### src/rtl/multicycle_ctrl.sv
// multicycle_ctrl: multicycle RV32I control FSM driving datapath selects, enables and ALU control
module multicycle_ctrl #(
    parameter int ALUC_W = 3
) (
    input  logic              clk,
    input  logic              reset,
    input  logic [6:0]        op,
    input  logic [2:0]        funct3,
    input  logic              funct7b5,
    input  logic              zero,
    input  logic              mem_ready,
    output logic              pc_write,
    output logic              adr_src,
    output logic              mem_write,
    output logic              ir_write,
    output logic              reg_write,
    output logic [1:0]        result_src,
    output logic [1:0]        alu_src_a,
    output logic [1:0]        alu_src_b,
    output logic [1:0]        imm_src,
    output logic [ALUC_W-1:0] alu_control,
    output logic              illegal_instr
);
    localparam logic [6:0] OP_LW  = 7'b0000011;
    localparam logic [6:0] OP_SW  = 7'b0100011;
    localparam logic [6:0] OP_R   = 7'b0110011;
    localparam logic [6:0] OP_I   = 7'b0010011;
    localparam logic [6:0] OP_B   = 7'b1100011;
    localparam logic [6:0] OP_JAL = 7'b1101111;
    localparam logic [ALUC_W-1:0] ALU_ADD = ALUC_W'(0);
    localparam logic [ALUC_W-1:0] ALU_SUB = ALUC_W'(1);
    localparam logic [ALUC_W-1:0] ALU_AND = ALUC_W'(2);
    localparam logic [ALUC_W-1:0] ALU_OR  = ALUC_W'(3);
    localparam logic [ALUC_W-1:0] ALU_SLT = ALUC_W'(5);

    typedef enum logic [3:0] {
        FETCH, DECODE, MEMADR, MEMREAD, MEMWB, MEMWRITE,
        EXECR, EXECI, ALUWB, BRANCH, JAL
    } state_t;

    state_t state, next;
    logic pcw, mw, irw, rw, ill;
    logic [ALUC_W-1:0] alu_fn;

    always_ff @(posedge clk or negedge reset)
        if (!reset) state <= FETCH;
        else        state <= next;

    // op[5] separates R-type sub from I-type addi, which has no sub form
    always_comb
        alu_fn = funct3 == 3'b000 ? ((op[5] && funct7b5) ? ALU_SUB : ALU_ADD) :
                 funct3 == 3'b010 ? ALU_SLT :
                 funct3 == 3'b110 ? ALU_OR  :
                 funct3 == 3'b111 ? ALU_AND : ALU_ADD;

    assign imm_src = op == OP_SW  ? 2'b01 :
                     op == OP_B   ? 2'b10 :
                     op == OP_JAL ? 2'b11 : 2'b00;

    always_comb begin
        next        = state;
        pcw         = 1'b0;
        mw          = 1'b0;
        irw         = 1'b0;
        rw          = 1'b0;
        ill         = 1'b0;
        adr_src     = 1'b0;
        result_src  = 2'b00;
        alu_src_a   = 2'b00;
        alu_src_b   = 2'b00;
        alu_control = ALU_ADD;
        case (state)
            FETCH: begin
                alu_src_b  = 2'b10;
                result_src = 2'b10;
                irw        = mem_ready;
                pcw        = mem_ready;
                next       = mem_ready ? DECODE : FETCH;
            end
            DECODE: begin
                alu_src_a = 2'b01;
                alu_src_b = 2'b01;
                case (op)
                    OP_LW, OP_SW: next = MEMADR;
                    OP_R:         next = EXECR;
                    OP_I:         next = EXECI;
                    OP_B:         next = BRANCH;
                    OP_JAL:       next = JAL;
                    default: begin
                        next = FETCH;
                        ill  = 1'b1;
                    end
                endcase
            end
            MEMADR: begin
                alu_src_a = 2'b10;
                alu_src_b = 2'b01;
                next      = op[5] ? MEMWRITE : MEMREAD;
            end
            MEMREAD: begin
                adr_src = 1'b1;
                next    = mem_ready ? MEMWB : MEMREAD;
            end
            MEMWB: begin
                result_src = 2'b01;
                rw         = 1'b1;
                next       = FETCH;
            end
            MEMWRITE: begin
                adr_src = 1'b1;
                mw      = 1'b1;
                next    = mem_ready ? FETCH : MEMWRITE;
            end
            EXECR: begin
                alu_src_a   = 2'b10;
                alu_control = alu_fn;
                next        = ALUWB;
            end
            EXECI: begin
                alu_src_a   = 2'b10;
                alu_src_b   = 2'b01;
                alu_control = alu_fn;
                next        = ALUWB;
            end
            ALUWB: begin
                rw   = 1'b1;
                next = FETCH;
            end
            BRANCH: begin
                alu_src_a   = 2'b10;
                alu_control = ALU_SUB;
                pcw         = zero ^ funct3[0];
                next        = FETCH;
            end
            JAL: begin
                alu_src_a = 2'b01;
                alu_src_b = 2'b10;
                pcw       = 1'b1;
                next      = ALUWB;
            end
            default: next = FETCH;
        endcase
    end

    // enables are gated so nothing can be written while reset is held
    assign pc_write      = reset & pcw;
    assign mem_write     = reset & mw;
    assign ir_write      = reset & irw;
    assign reg_write     = reset & rw;
    assign illegal_instr = reset & ill;
endmodule

### config.mk
export PLATFORM = sky130hd
export DESIGN_NAME = multicycle_ctrl
export DESIGN_NICKNAME = d
export VERILOG_FILES = /design/src/rtl/multicycle_ctrl.sv
export SDC_FILE = /design/constraint.sdc
export NUM_CORES = 1
export LEC_CHECK = 0
export CELL_PAD_IN_SITES_DETAIL_PLACEMENT = 1
export CELL_PAD_IN_SITES_GLOBAL_PLACEMENT = 1
export CORE_UTILIZATION = 24
export DETAILED_ROUTE_END_ITERATION = 12
export GPL_ROUTABILITY_DRIVEN = 1
export PLACE_DENSITY_LB_ADDON = 0.1
export SLEW_MARGIN = 20
export SYNTH_ARGS = -nofsm -noshare
export SYNTH_HDL_FRONTEND = slang
export SYNTH_SLANG_ARGS = --single-unit
### constraint.sdc
create_clock -name clk -period 2.04 [get_ports clk]
set_input_delay 0.306 -clock clk [delete_from_list [all_inputs] [get_ports clk]]
set_output_delay 0.306 -clock clk [all_outputs]
set_load 0.02 [all_outputs]
==> results.md <==
CTS:
- The number of clock sinks is 4.
- The root buffer cell is clkbuf_4.
- The number of clock buffers inserted by TritonCTS is 3.
- The CTS tree is built.
- For this design, the CTS-stage hold fixing added 0 buffers.
- The total setup buffers inserted after CTS is 0.
- The clock-pin slew reported for the worst setup and hold paths after clock tree synthesis is 0.05 ns.
- The number of buffers on the longest clock path is 2.
- The worst-skew pair later-pin latency is 0.25 ns.
- In this run the number of H-tree levels came out at 1.

STA:
- The number of hold-slack violations in the final timing report is 0.
- The transition at the pin with the smallest max-transition slack is 0.285 ns.
- Setup violations remaining at the end of the flow were counted as 0.
- The minimum clock period after layout is 1.97 ns.
- The minimum hold slack is 0.349 ns.
- Setup repair after global routing could not meet its margin everywhere.
- The final worst slack is 0.0659 ns.
- The final clock skew is 0.00872 ns.
- The peak clock frequency supported by timing is 507 MHz.
- The number of slew-limit violations in the final report was 0.
- The worst slew slack as a fraction of its limit is 81.0%.
- After layout, the worst path uses 96.8% of the clock period.

Synthesis:
- In this run, synthesis inferred 0 flip-flops with an integrated enable.
- In the synthesized netlist the async set-or-reset flop fraction comes to 100%.
- The synthesized netlist devotes 20.2% of its cell area to compound gates.
- The synthesized netlist cell count is 78.
- In this run the mean area of a mapped cell was 7.07 um^2.
- The main flop type after synthesis is dfrtp_1.
- The total standard cell area after synthesis is 552 um^2.
- The number of nets in the synthesized netlist is 93.
- By area, the combinational part of the netlist is dominated by simple AND/OR/NAND/NOR gates.
- The number of warning messages in the yosys log is 0.
- Sequential cells were found to cover 18.1% of the synthesized design area.
- The number of unique standard cell types used by synthesis is 33.
- The post-synthesis simple-gate area fraction is 43.5%.
- The number of storage elements in the synthesis netlist is 4.
- Of the total synthesized cell area, the portion taken by full adders, half adders and majority gates is 0%.
- The xor/xnor share of the synthesized area is 6.35%.
- The multiplexer fraction of the synthesized cell area is 1.81%.

Setup path:
- Among all stages on the critical path, the largest delay is contributed by clkdlybuf4s50_1.
- The setup path with the least slack is of type in -> out.
- Along the worst path, the maximum fanout reaches 3.
- Broken down by cell family, the worst path's largest delay share belongs to buffers and inverters.
- The worst setup path is launched from a primary input.
- The stage delay of the slowest cell on the critical path is 0.56 ns.
- Walking the worst path, the cells encountered are clkdlybuf4s50_1 > nand3b_1 > nor3_2 > dlygate4sd2_1.
- The critical path data arrival time is 1.67 ns.
- The number of buffers and inverters on the critical path is 2.
- The type of element capturing the critical path is an output pin.
- At the worst endpoint, the required time is 1.73 ns.

Cells and area:
- The register with the most flip-flops in the layout has 4 of them.
- Leaving out fill and tap cells, the most frequent cell in the layout is buf_4.
- Relative to the synthesized area, the layout overhead comes to 88.2%.
- The number of nets in the layout is 145.
- Of the cells placed in the final design, the portion with a size suffix greater than 1 is 29.7%.
- In the layout the commonest cells are 21 x buf_4, 14 x clkdlybuf4s50_1, 11 x dlygate4sd2_1.
- In the final layout, the registers with the most flip-flops are state (4).
- The number of inserted filler cells in the final layout is 284.
- The register with the most flip-flops is state.
- The repair_antennas step left the layout with diodes totalling 0.
- Leaving out filler cells and counting taps, the final layout contains 155.

Routing:
- The average detailed-routed wire length per instance is 12.5 um.
- For this block, the via count after detailed routing is 777.
- The residual DRC count is 0.
- For this block, the initial DRC count from the detailed router was 7.
- The post-detailed-route via-to-cell ratio is 5.01.
- The count of nets left with antenna violations once routing finished came out at 0.
- The routed design has 1940 um of wire.
- The first TritonRoute pass finished after 3 iterations.

Die:
- In this run the horizontal extent of the chip is 50.0 um.
- After floorplanning, the core was divided into 16 placement rows.
- The effective utilization at floorplan is 26.8%.
- For this design the top-level I/O count stands at 32.
- The overall die height is 50.0 um.
- The core area is 0.00206 mm^2.
- The die covers 0.00250 mm^2.

Power and ir drop:
- The power per unit of standard cell area is 392 mW/mm^2.
- Summed over all cells, the static leakage comes to 0.485 nW.
- The worst vdd rail ir drop is 0.196 mV.

Place:
- At the placement stage, the worst setup path has a slack of -0.414 ns.
- Input and output buffers added on the ports amount to 31.
- The wire-length estimate of the detail-placed layout is 1570 um.
- The placed instance count is 152.
- At the end of routability-driven placement, the weighted congestion stood at 0.825.

Min path:
- The worst min-delay path class is in -> async.

Outcome:
- The flow ran to the end, and the final reports show no timing, DRC or antenna violations.

Global routing:
- The first-pass GRT wire length is 3310 um.
- The global-route usage over all layers is 17.2%.
- The maximum number of pins on one net before global-route repair is 17.
- The via count of the first global-routing pass came to 786.
- Global routing finished with a remaining overflow of 0.
- The number of antenna violations at the first check in global routing is 0.

Job:
- The tool flagged a number of max-cap violations equal to 0.
[area by class of cell]
cell class	instances	area (um^2)	area share, %
Sequential cell	4	100	9.64
Multi-Input combinational cell	64	434	41.8
Timing Repair Buffer	52	429	41.3
Tap cell	27	33.8	3.25
Inverter	5	18.8	1.81
Clock buffer	3	22.5	2.17
[power breakdown]
part	switching (mW)	total, mW	internal, mW
sequential	0.00263	0.0862	0.0835
clock	0.0429	0.109	0.0665
combinational	0.104	0.212	0.107
[what timing repair did]
action | 4_1_cts | 5_1_grt
endpoints found under the setup margin | 17 | 5
gates resized for setup | 31 | 11
hold endpoints to repair | 0 | 0
pin swaps | 0 | 1
[logic make-up after synthesis]
family          Yosys count
buf+inv                  10
xor+xnor                  4
mux                       1
compound gates           18
flops                     4
simple gates             41
[cell usage after synthesis, types with 2 or more instances]
library cell | instances | area (um^2)
buf_6 | 2 | 22.5
nand2b_1 | 2 | 12.5
xnor2_1 | 3 | 26.3
nor2_1 | 9 | 33.8
and3_1 | 3 | 18.8
nor4_1 | 4 | 25.0
a21oi_1 | 4 | 20.0
inv_1 | 5 | 18.8
nor3_1 | 4 | 20.0
nand3_1 | 3 | 15.0
a31oi_1 | 2 | 12.5
buf_2 | 2 | 10.0
nor2b_1 | 3 | 18.8
dfrtp_1 | 4 | 100
nand2_1 | 6 | 22.5
o21ai_0 | 5 | 25.0
[metal layers]
| layer | GRT usage (%) | wire [um] | up-vias | part of all wire, % |
|---|---|---|---|---|
| li1 | - | - | 383 | - |
| met1 | 19.9 | 814 | 361 | 42 |
| met2 | 30.9 | 980 | 28 | 51 |
| met3 | 2.78 | 97 | 5 | 5.0 |
| met4 | 7.14 | 45 | 0 | 2.3 |
| met5 | 0 | 0 | - | 0 |
[metrics by stage]
| step | power, mW | cell area, um^2 | util, % | TNS [ns] |
|---|---|---|---|---|
| 2_1_floorplan | 0.183 | 558 | - | 0 |
| 3_3_place_gp | 0.303 | 1020 | 49.6 | -1.18 |
| 3_5_place_dp | 0.308 | 1020 | 49.6 | -1.37 |
| 4_1_cts | 0.409 | 1050 | 50.7 | -0.0395 |
| 5_1_grt | 0.433 | 1040 | 50.4 | -0.0223 |
| 6_report | 0.407 | 1040 | 50.4 | 0 |
[final timing paths]
path,from,end,slack (ns),cells after the start
setup / recovery,op[6],imm_src[1],0.07,4
setup reg to reg,state[1],state[0],0.42,5
hold / removal,reset,state[0],0.35,2
min in group clk,state[3],state[0],0.72,2
max in group asynchronous,reset,state[1],1.57,2
hold reg to reg,state[3],state[0],0.72,2
No activity file was read; power rests on OpenSTA's default activity.
